$ cat config.mk
export PLATFORM = sky130hd
export DESIGN_NAME = ps2_scancode_rx
export DESIGN_NICKNAME = d
export VERILOG_FILES = /design/src/rtl/ps2_scancode_rx.sv
export SDC_FILE = /design/constraint.sdc
export NUM_CORES = 1
export LEC_CHECK = 0
export ABC_AREA = 0
export BUFFER_PORTS_ARGS = -buffer_cell sky130_fd_sc_hd__buf_2
export CAP_MARGIN = 15
export CORE_ASPECT_RATIO = 0.75
export CORE_MARGIN = 1.5
export CORE_UTILIZATION = 55
export CTS_CLUSTER_DIAMETER = 200
export DETAILED_ROUTE_END_ITERATION = 12
export PLACE_DENSITY_LB_ADDON = 0.08
export SYNTH_ARGS = -nofsm -noshare
export SYNTH_HDL_FRONTEND = slang
export SYNTH_SLANG_ARGS = --single-unit
$ cat constraint.sdc
create_clock -name CLOCK_50 -period 5.3 [get_ports CLOCK_50]
set_input_delay 0.265 -clock CLOCK_50 [delete_from_list [all_inputs] [get_ports CLOCK_50]]
set_output_delay 0.265 -clock CLOCK_50 [all_outputs]
set_load 0.02 [all_outputs]
$ cat src/rtl/ps2_scancode_rx.sv
// PS/2 keyboard receiver: synchronise and filter PS2_CLK/PS2_DAT, deframe bytes, fold E0/F0
// prefixes into key events and buffer them in a FWFT FIFO. Define PS2_PARITY_CHECK_EN to enforce odd parity.
module ps2_scancode_rx #(
  parameter int FIFO_DEPTH     = 8,
  parameter int FILTER_LEN     = 8,
  parameter int TIMEOUT_CYCLES = 100000
) (
  input  logic                              CLOCK_50,
  input  logic                              RESET_N,
  input  logic                              PS2_CLK,
  input  logic                              PS2_DAT,
  output logic                              out_valid,
  input  logic                              out_ready,
  output logic [7:0]                        out_code,
  output logic                              out_ext,
  output logic                              out_brk,
  output logic [$clog2(FIFO_DEPTH+1)-1:0]   fifo_count,
  output logic                              err_frame,
  output logic                              err_parity,
  output logic                              overflow,
  output logic [1:0]                        fsm_state
);

  localparam int CW = $clog2(FIFO_DEPTH + 1);
  localparam int AW = $clog2(FIFO_DEPTH);
  localparam int FW = $clog2(FILTER_LEN + 1);
  localparam int TW = $clog2(TIMEOUT_CYCLES + 1);

  typedef enum logic [1:0] {
    IDLE   = 2'd0,
    DATA   = 2'd1,
    PARITY = 2'd2,
    STOP   = 2'd3
  } state_t;

  // Index 0 carries PS2_CLK, index 1 carries PS2_DAT.
  logic [1:0]    sync1, sync2, filt;
  logic [FW-1:0] fcnt [2];
  logic          clk_prev;
  logic          fall, dat;

  always_ff @(posedge CLOCK_50) begin
    if (!RESET_N) begin
      sync1    <= 2'b11;
      sync2    <= 2'b11;
      filt     <= 2'b11;
      clk_prev <= 1'b1;
      for (int i = 0; i < 2; i++) fcnt[i] <= '0;
    end else begin
      sync1    <= {PS2_DAT, PS2_CLK};
      sync2    <= sync1;
      clk_prev <= filt[0];
      // A level is adopted only after FILTER_LEN consecutive samples disagree with it.
      for (int i = 0; i < 2; i++) begin
        if (sync2[i] == filt[i]) begin
          fcnt[i] <= '0;
        end else if (fcnt[i] == FW'(FILTER_LEN - 1)) begin
          filt[i] <= sync2[i];
          fcnt[i] <= '0;
        end else begin
          fcnt[i] <= fcnt[i] + 1'b1;
        end
      end
    end
  end

  assign fall = clk_prev & ~filt[0];
  assign dat  = filt[1];

  state_t        state, state_nxt;
  logic [2:0]    bit_cnt;
  logic [TW-1:0] to_cnt;
  logic [7:0]    shift_q;
  logic          parity_q;
  logic          ext_q, brk_q;
  logic          push_pend;
  logic [10:0]   push_data;
  logic          timeout, frame_bad, par_bad, byte_ok, parity_fail;

`ifdef PS2_PARITY_CHECK_EN
  assign parity_fail = ~(^{shift_q, parity_q});
`else
  logic parity_unused;
  assign parity_unused = parity_q;
  assign parity_fail   = 1'b0;
`endif

  assign fsm_state = state;

  always_comb begin
    state_nxt = state;
    frame_bad = 1'b0;
    par_bad   = 1'b0;
    byte_ok   = 1'b0;
    timeout   = (state != IDLE) && !fall && (to_cnt == TW'(TIMEOUT_CYCLES - 1));
    case (state)
      IDLE:    if (fall && !dat) state_nxt = DATA;
      DATA:    if (fall && bit_cnt == 3'd7) state_nxt = PARITY;
      PARITY:  if (fall) state_nxt = STOP;
      STOP: begin
        if (fall) begin
          state_nxt = IDLE;
          if (!dat)             frame_bad = 1'b1;
          else if (parity_fail) par_bad   = 1'b1;
          else                  byte_ok   = 1'b1;
        end
      end
      default: state_nxt = IDLE;
    endcase
    if (timeout) begin
      state_nxt = IDLE;
      frame_bad = 1'b1;
    end
  end

  always_ff @(posedge CLOCK_50) begin
    if (!RESET_N) begin
      state      <= IDLE;
      bit_cnt    <= '0;
      to_cnt     <= '0;
      shift_q    <= '0;
      parity_q   <= 1'b0;
      ext_q      <= 1'b0;
      brk_q      <= 1'b0;
      push_pend  <= 1'b0;
      push_data  <= '0;
      err_frame  <= 1'b0;
      err_parity <= 1'b0;
    end else begin
      state      <= state_nxt;
      err_frame  <= frame_bad;
      err_parity <= par_bad;
      push_pend  <= 1'b0;
      if (state == IDLE || fall) to_cnt <= '0;
      else                       to_cnt <= to_cnt + 1'b1;
      if (fall) begin
        case (state)
          IDLE:    bit_cnt <= '0;
          DATA: begin
            shift_q <= {dat, shift_q[7:1]};
            bit_cnt <= bit_cnt + 1'b1;
          end
          PARITY:  parity_q <= dat;
          default: ;
        endcase
      end
      if (timeout) bit_cnt <= '0;
      // Prefix bytes only arm flags; any other good byte becomes an event and consumes them.
      if (byte_ok) begin
        if (shift_q == 8'hE0) begin
          ext_q <= 1'b1;
        end else if (shift_q == 8'hF0) begin
          brk_q <= 1'b1;
        end else begin
          push_pend <= 1'b1;
          push_data <= {ext_q, brk_q, shift_q};
          ext_q     <= 1'b0;
          brk_q     <= 1'b0;
        end
      end
      if (frame_bad || par_bad) begin
        ext_q <= 1'b0;
        brk_q <= 1'b0;
      end
    end
  end

  // Output handshake: the head event transfers on any rising edge where out_valid && out_ready;
  // out_valid never depends on out_ready, and the head is stable until that transfer.
  logic [10:0]   mem [FIFO_DEPTH];
  logic [AW-1:0] wr_ptr, rd_ptr;
  logic [10:0]   head;
  logic          pop, full, wr_en;

  assign pop   = out_valid & out_ready;
  assign full  = (fifo_count == CW'(FIFO_DEPTH));
  assign wr_en = push_pend & (~full | pop);

  always_ff @(posedge CLOCK_50) begin
    if (wr_en) mem[wr_ptr] <= push_data;
  end

  always_ff @(posedge CLOCK_50) begin
    if (!RESET_N) begin
      wr_ptr     <= '0;
      rd_ptr     <= '0;
      fifo_count <= '0;
      overflow   <= 1'b0;
    end else begin
      if (wr_en) wr_ptr <= wr_ptr + 1'b1;
      if (pop)   rd_ptr <= rd_ptr + 1'b1;
      case ({wr_en, pop})
        2'b10:   fifo_count <= fifo_count + 1'b1;
        2'b01:   fifo_count <= fifo_count - 1'b1;
        default: ;
      endcase
      if (push_pend && full && !pop) overflow <= 1'b1;
    end
  end

  assign out_valid = (fifo_count != '0);
  assign head      = mem[rd_ptr];
  assign out_code  = out_valid ? head[7:0] : 8'h00;
  assign out_brk   = out_valid ? head[8]   : 1'b0;
  assign out_ext   = out_valid ? head[9]   : 1'b0;

endmodule

---- Yosys cells after proc, flatten, opt, wreduce, memory -nomap -nowiden ----
Memories as Yosys holds them, arrays and structs flattened. A register that Yosys moved wholly into a read port is not among the register bits.
Index checks and enable logic that the tools add are counted.
word-level totals
  bits in registers ....................... 62
  RAM bits ................................ 88
  output and inout port bits .............. 20
  memories kept ........................... 2
operators by class
  $add $sub $neg .......................... 8
  equal/unequal tests ..................... 19
  muxes and demuxes ....................... 54
  bitwise gates (word level) .............. 18
  reductions and logical operators ........ 27
memory list
  name  words  bits a word  read ports  clocked after Yosys merged registers in  wr ports  line  text
  mem   8      10           1           1                                        1         170   logic [10:0] mem [FIFO_DEPTH];
  fcnt  2      4            2           0                                        2         38    logic [FW-1:0] fcnt [2];
operator list
  operator                                              number
  two-way mux 1 bit                                     38
  two-way mux 4 bit                                     6
  adder 17 x 1 -> 17 bit (second input constant)        1
  equality test 17 bit (second input constant)          1
  equality test 8 bit (second input constant)           2
  adder 4 x 1 -> 4 bit (second input constant)          3
  AND reduction 2 bit                                   6
  != test 2 bit (second input constant)                 5
  adder 3 x 1 -> 3 bit (second input constant)          3
  equality test 4 x 3 -> 1 bit (second input constant)  2
  two-way mux 2 bit                                     4
  two-way mux 8 bit                                     1
  inverter 1 bit                                        8
  one-hot mux 2 bit (4 select lines)                    1
  one-hot mux 4 bit (2 select lines)                    1
  bitwise OR 1 bit                                      7
  equality test 2 bit (second input constant)           3
  logical AND 1 bit                                     6
  two-way mux 3 bit                                     2
  one-hot mux 3 bit (2 select lines)                    1
  nonzero test 2 bit                                    3
  OR reduction 2 bit                                    3
  equality test 2 x 1 -> 1 bit (second input constant)  2
  equality test 4 bit (second input constant)           1
  11 further kinds                                      16

---- Logic depth before layout (Yosys ltp) ----
Gate-level depths: netlist of the first run.
An unclocked memory read counts as a cell.
  depth in word-level cells ............... 8
  depth in mapped cells ................... 8
  gate-level depth less buffers ........... 7

---- Worst setup path after synthesis of the first run ----
OpenSTA, ideal clock, no wires.
  kind .................................... reg-to-reg
  start ................................... reg fifo_count[0]
  end ..................................... mem mem[0][0] in the netlist's numbering, enable pin
  library setup time ...................... 0.390 ns
  data arrival time ....................... 1.911 ns
  setup slack ............................. 3.000 ns
  stages on the path, launching flop included .. 5
  period minus slack after synthesis ...... 2.300 ns
  cells stage by stage .................... dfxtp_1 or3_4 o21ai_1 or2_1 nor3_1
on the way
  cells in the longest elaborated chain, start to end .. 6
  elaborated cells on any way between the ends .. 8
  classes of those cells .................. eq/ne: 1; mux: 2; bitwise: 4; reduce/logical: 1
ends and longest elaborated chain
  what                                                              line      text
  from (decl)                                                       17        output logic [$clog2(FIFO_DEPTH+1)-1:0] fifo_count,
  from (signal assigned)                                            193       2'b10: fifo_count <= fifo_count + 1'b1;
  from (signal assigned)                                            194       2'b01: fifo_count <= fifo_count - 1'b1;
  nonzero test 4 bit / equality test 4 bit (equally long branches)  201, 176
  AND 1 bit / inverter 1 bit (equally long branches)                175, 177
  bitwise OR 1 bit *                                                177       assign wr_en = push_pend & (~full | pop);
  AND 1 bit *                                                       177
  two-way mux 1 bit *                                               180       if (wr_en) mem[wr_ptr] <= push_data;
  two-way mux 1 bit (not written as such) *                         180
  to (decl)                                                         170
Every way passes the cells marked *; elsewhere a longest branch is shown, timed or not.

==> metrics.md, run 1 <==
| Metric | Value |
|---|---|
| Dpl hpwl | 6.914 mm |
| Core ar. | 10,980 sq um |
| Inserted Clock Buffers | 17 |
| Final setup violating endpoints | 0 |
| #FFs+latches synth | 153 |
| CTS Root Cell | clkbuf_16 |
| GPL Wtd Cong | 0.7316 |
| 1st-iter DRT viols | 295 |
| Synth async-reset ratio | 0% |
| Pwr dens | 344.8 nW/um^2 |
| Maximum VDD drop | 0.2329 mV |
| DRT Pass-1 Iters | 8 |
| Initial Util | 56.56% |
| Post-CTS Setup Bufs | 0 |
| Total grt overflow | 0 |
| Slew of the pin with the lowest slew margin | 1.103 ns |
| Post-DR vias/cell | 5.528 |
| Skew final | 0.009391 ns |
| Final WL | 10.79 mm |
| Cts hold-fix bufs | 0 |
| Crit Path Max Fanout | 20 |
| Clock latency on the worst-skew pair | 0.42 ns |
| Cts repair resizes | 0 |
| Area share of the largest cell type after synthesis | 42.54% |
| FP Rows | 33 |
| Mapped Cells | 465 |
| Post-Route Utilization | 64.41% |
| Slew headroom | 26.19% |
| DIE AREA | 11,950 sq um |
| Number of top-level pins | 25 |
| Min-delay worst type | in -> reg |
| CTS tree | built |
| Ys flop type | edfxtp_1 |
| Shortest period the worst path allows | 2.551 ns |
| RSZ-0062 raised after global routing | false |
| FILL cells | 815 |
| Worst Path Required | 5.04 ns |
| Via count | 3,621 |
| Crit share post-route | 48.13% |
| Initial antenna violation count | 0 |
| Register area share after synthesis | 63.48% |
| Area delta synth->final | 13.88% |
| Number of synthesized flops with an enable pin | 88 |
| Final Hold Vio Count | 0 |
| Setup crit end kind | output port |
| Number of port buffers | 23 |
| Clk sinks | 153 |
| Crit path DAT | 2.29 ns |
| Syn_area_per_cell | 13.36 sq um |
| CP Class | reg -> out |
| Synth top area cells | edfxtp_1, dfxtp_1, mux4_2, mux2i_1, nor2_1 |
| Netlist cell types | 56 |
| Fraction of layout cells with a size suffix above 1 | 17.67% |
| Status | complete, but fails checks |
| Fin. max-slew vios | 0 |
| CTS max path bufs | 2 |
| Pwr Total | 2.439 mW |
| Worst-path clk slew | 0.06 ns |
| Leakage | 2.438 nW |
| Die W | 125.7 microns |
| Routed WL per cell | 16.47 microns |
| Fin Hold WS | 0.03316 ns |
| Delay of the slowest critical-path stage | 1.01 ns |
| DRC | 2 |
| DIE HEIGHT | 95.04 microns |
| Area of the mapped netlist | 6212 sq um |
| CP Launch Type | register |
| First-pass GRT wire length | 17.71 mm |
| Crit path cell chain | mux4_2 > mux2i_1 > nor2_1 > buf_2 |
| Failing checks | design-rule violations |
| Total Routing Usage GR | 19.99% |
| Htree depth | 4 |
| Fin nets | 519 |
| Placed Instances | 621 |
| Dominant cell type by area after synthesis | edfxtp_1 |
| Post-route setup TNS | 0 ns |
| Max-cap violations | 0 |
| CP max-delay cell | dfxtp_1 |
| Vias in the first global route | 3,453 |
| Post-route antenna net violation count | 0 |
| Ant diodes | 0 |
| Largest net degree at the start of global routing | 26 |
| Commonest non-fill, non-tap cell in the layout | edfxtp_1 |
| Maximum clock rate | 392.0 MHz |
| Non-filler cells, final | 655 |
| Synth warn | 0 |
| Commonest non-fill, non-tap cells in the layout | edfxtp_1, dfxtp_1, nor2_1 |
-- where the power goes --
part           switching, mW  total [mW]  internal (mW)
registers            0.00252        1.25           1.25
logic                 0.0124      0.0184        0.00599
clock network          0.472        1.17          0.698
total                  0.487        2.44           1.95
-- final timing paths --
kind	startpoint	endpoint	slack, ns	cells past startpoint
setup / recovery	register	out_code[5]	2.75	4
hold / removal	PS2_DAT	sync1[1]	0.03	2
setup reg to reg	fifo_count[1]	mem[2][6]	2.93	4
hold reg to reg	sync1[1]	sync2[1]	0.40	1
-- registers in the layout, summed over array words and instances (netlist names), 3 cells and up, named ones only --
name / cells
fcnt: 8
shift_q: 8
bit_cnt: 3
push_data: 10
mem: 80
to_cnt: 17
rd_ptr: 3
wr_ptr: 3
fifo_count: 4
-- cell type report --
cell class | instances | area [sq um] | share of cell area [%]
inverter | 9 | 33.78 | 0.4775
clock inverter | 13 | 146.4 | 2.069
clock buffer | 19 | 432.9 | 6.120
sequential | 153 | 3944 | 55.75
multi-input combinational | 290 | 2160 | 30.53
tap | 140 | 175.2 | 2.476
timing repair buffer | 31 | 182.7 | 2.582
-- cells in the mapped netlist (4+ instances only) --
library cell  count
nand3_1          17
nand2_1          29
buf_4             4
a21oi_1          17
inv_1             7
dfxtp_1          65
nand2b_1         10
clkbuf_1         10
xor2_1           21
mux2i_1          23
nand4_1           5
nor2_1           61
mux4_2           20
o21ai_0           6
nor2b_1           4
ha_1             12
edfxtp_1         88
nor3_1            9
-- critical path, delay by kind of cell (launching register included) --
family	cells	cell delay, ns
buf+inv	1	0.17
flops	1	1.01
mux	2	0.62
simple gates	1	0.06
-- layer usage --
| layer | vias up | wire [microns] | GRT usage, % |
|---|---|---|---|
| met4 | 0 | 123 | 8.236 |
| met2 | 52 | 4841 | 29.72 |
| met1 | 1787 | 5478 | 28.63 |
| met5 | - | 0 | 0 |
| li1 | 1770 | - | - |
| met3 | 12 | 347 | 4.714 |
-- cell families after synthesis --
group | synth area share (%)
other | 0.1209
multiplexers | 10.96
XOR/XNOR | 3.243
adder cells (fa/ha/maj) | 2.417
AO/OA/AOI/OAI | 4.874
flip-flops | 63.48
buffers and inverters | 2.175
AND/OR/NAND/NOR | 12.73
-- per-stage QoR --
stage,area (sq um),worst slack [ns]
global placement,6472,2.932
detailed placement,6472,2.844
global route,7074,2.629
floorplan,6238,3.000
CTS,7052,2.698
finish,7074,2.749
(Power assumes the default switching activity.)
==> run 2: changes to the inputs <==
clock period = 2.7 ns   (was 5.3 ns; I/O delays follow)
==> run 2 against run 1 <==
Effect of this change: the run still ends with design-rule violations left; clock-buffer cell count is 2 lower; clock power grew 120%; design area rose by 1.1%; clock skew hardly changed; global-route usage up 0.84 points; critical path type is now reg -> reg.
==> metrics.md, run 2 (synthesis results as in run 1) <==
| Metric | Value |
|---|---|
| Status | complete, but fails checks |
| Failing checks | design-rule violations |
| Number of top-level pins | 25 |
| WP buf/inv | 0 |
| Dpl hpwl | 7.344 mm |
| Crit path max-delay family | simple AND/OR/NAND/NOR gates |
| Setup crit end kind | register |
| Total grt overflow | 0 |
| Inserted Clock Buffers | 17 |
| First-pass GRT wire length | 18.49 mm |
| Clock latency on the worst-skew pair | 0.42 ns |
| Commonest non-fill, non-tap cell in the layout | edfxtp_1 |
| Largest regs | mem x80, to_cnt x17, push_data x10 |
| Commonest non-fill, non-tap cells in the layout | edfxtp_1, dfxtp_1, nor2_1 |
| Ant diodes | 0 |
| Worst Path Required | 2.75 ns |
| Core ar. | 10,980 sq um |
| Final Hold Vio Count | 0 |
| Initial Util | 56.56% |
| Slew of the pin with the lowest slew margin | 1.023 ns |
| Post-Route Utilization | 65.09% |
| Fin. max-slew vios | 0 |
| Fin nets | 520 |
| CP max-delay cell | nor2_1 |
| Largest Register | mem |
| Pwr dens | 711.8 nW/um^2 |
| Post-route antenna net violation count | 0 |
| Reg-to-reg slack, setup | 0.38 ns |
| GPL Wtd Cong | 0.7265 |
| DRT Pass-1 Iters | 9 |
| Crit Path Max Fanout | 11 |
| Initial antenna violation count | 0 |
| Final WL | 11.28 mm |
| Routed WL per cell | 17.20 microns |
| DIE AREA | 11,950 sq um |
| Final setup violating endpoints | 0 |
| Shortest period the worst path allows | 2.323 ns |
| Fraction of layout cells with a size suffix above 1 | 17.83% |
| Min-delay src | RESET_N |
| Worst setup path start | fifo_count[1] |
| Post-CTS Setup Bufs | 0 |
| Post-DR vias/cell | 5.500 |
| Crit path DAT | 2.37 ns |
| FP Rows | 33 |
| Crit path cell chain | or3_4 > o21ai_1 > or2_1 > nor2_1 |
| Vias in the first global route | 3,463 |
| Leakage | 2.486 nW |
| RSZ-0062 raised after global routing | false |
| Maximum clock rate | 430.5 MHz |
| Htree depth | 4 |
| CTS tree | built |
| CTS Root Cell | clkbuf_16 |
| Number of port buffers | 23 |
| Largest net degree at the start of global routing | 21 |
| FILL cells | 829 |
| Delay of the slowest critical-path stage | 0.73 ns |
| Skew final | 0.008921 ns |
| DRC | 2 |
| Post-route setup TNS | 0 ns |
| Total Routing Usage GR | 20.83% |
| Worst-path clk slew | 0.06 ns |
| Slew headroom | 31.57% |
| Maximum VDD drop | 0.4868 mV |
| Min-delay worst type | in -> reg |
| Largest register FFs | 80 |
| DIE HEIGHT | 95.04 microns |
| R2R Path Start | fifo_count[1] |
| Area delta synth->final | 15.09% |
| Clk sinks | 153 |
| Crit share post-route | 86.03% |
| Max-cap violations | 0 |
| Via count | 3,608 |
| 1st-iter DRT viols | 312 |
| CTS max path bufs | 2 |
| CP Launch Type | register |
| Die W | 125.7 microns |
| CP Class | reg -> reg |
-- run 2: cell count changes in the layout (fill, tap and decap cells not counted), sizes merged --
cell         previous run  this run
bufinv                  2         5
clkinv                  6         9
clkinvlp                3         0
clkbuf                 19        17
dlygate4sd3             0         2
buf                    31        30
inv                    11        10
-- run 2: worst paths after layout --
check                                     to  depth (start not counted)
worst max-delay path               mem[6][8]                          4
worst min-delay path            fsm_state[1]                          3
worst max register to register     mem[6][8]                          4
worst min register to register      sync2[1]                          1
-- run 2: through the flow --
step	std cells	power [mW]	setup WS, ns	area (sq um)	hold slack, ns
finish	656	5.089	0.3773	7149	0.06885
global route	656	5.232	0.1506	7149	0.06969
CTS	656	5.121	0.3701	7149	0.06073
detailed placement	622	2.544	0.3784	6480	0.3214
global placement	622	2.543	0.4661	6480	0.3159
floorplan	472	2.533	0.3995	6238	0.2365
-- run 2: per-layer routing --
| layer | track usage, % | up-vias | routed length, microns |
|---|---|---|---|
| met5 | 0 | - | 0 |
| met4 | 8.043 | 0 | 134 |
| met3 | 5.275 | 14 | 398 |
| met2 | 31.18 | 52 | 5132 |
| met1 | 29.59 | 1773 | 5618 |
| li1 | - | 1769 | - |
-- run 2: cell type report --
type	instances	area (sq um)	share of cell area (%)
multi-input combinational	290	2160	30.21
clock buffer	17	425.4	5.950
tap	140	175.2	2.450
clock inverter	15	224.0	3.133
sequential	153	3944	55.16
timing repair buffer	32	187.7	2.625
inverter	9	33.78	0.4725
-- run 2: power breakdown --
part	internal [mW]	switching [mW]	leakage [nW]
combinational	0.0157	0.0264	0.855
clock	1.64	0.948	0.321
sequential	2.45	0.00516	1.31
-- run 2: worst reg2reg max path: stages (launching register included) --
cell and delay, ns:
dfxtp_1 0.55, or3_4 0.24, o21ai_1 0.11, or2_1 0.31, nor2_1 0.73
-- run 2: what timing repair did --
item                                   CTS  global route
resized for setup                        0             0
endpoints found under the hold margin    2             0
hold buffers                             2             0
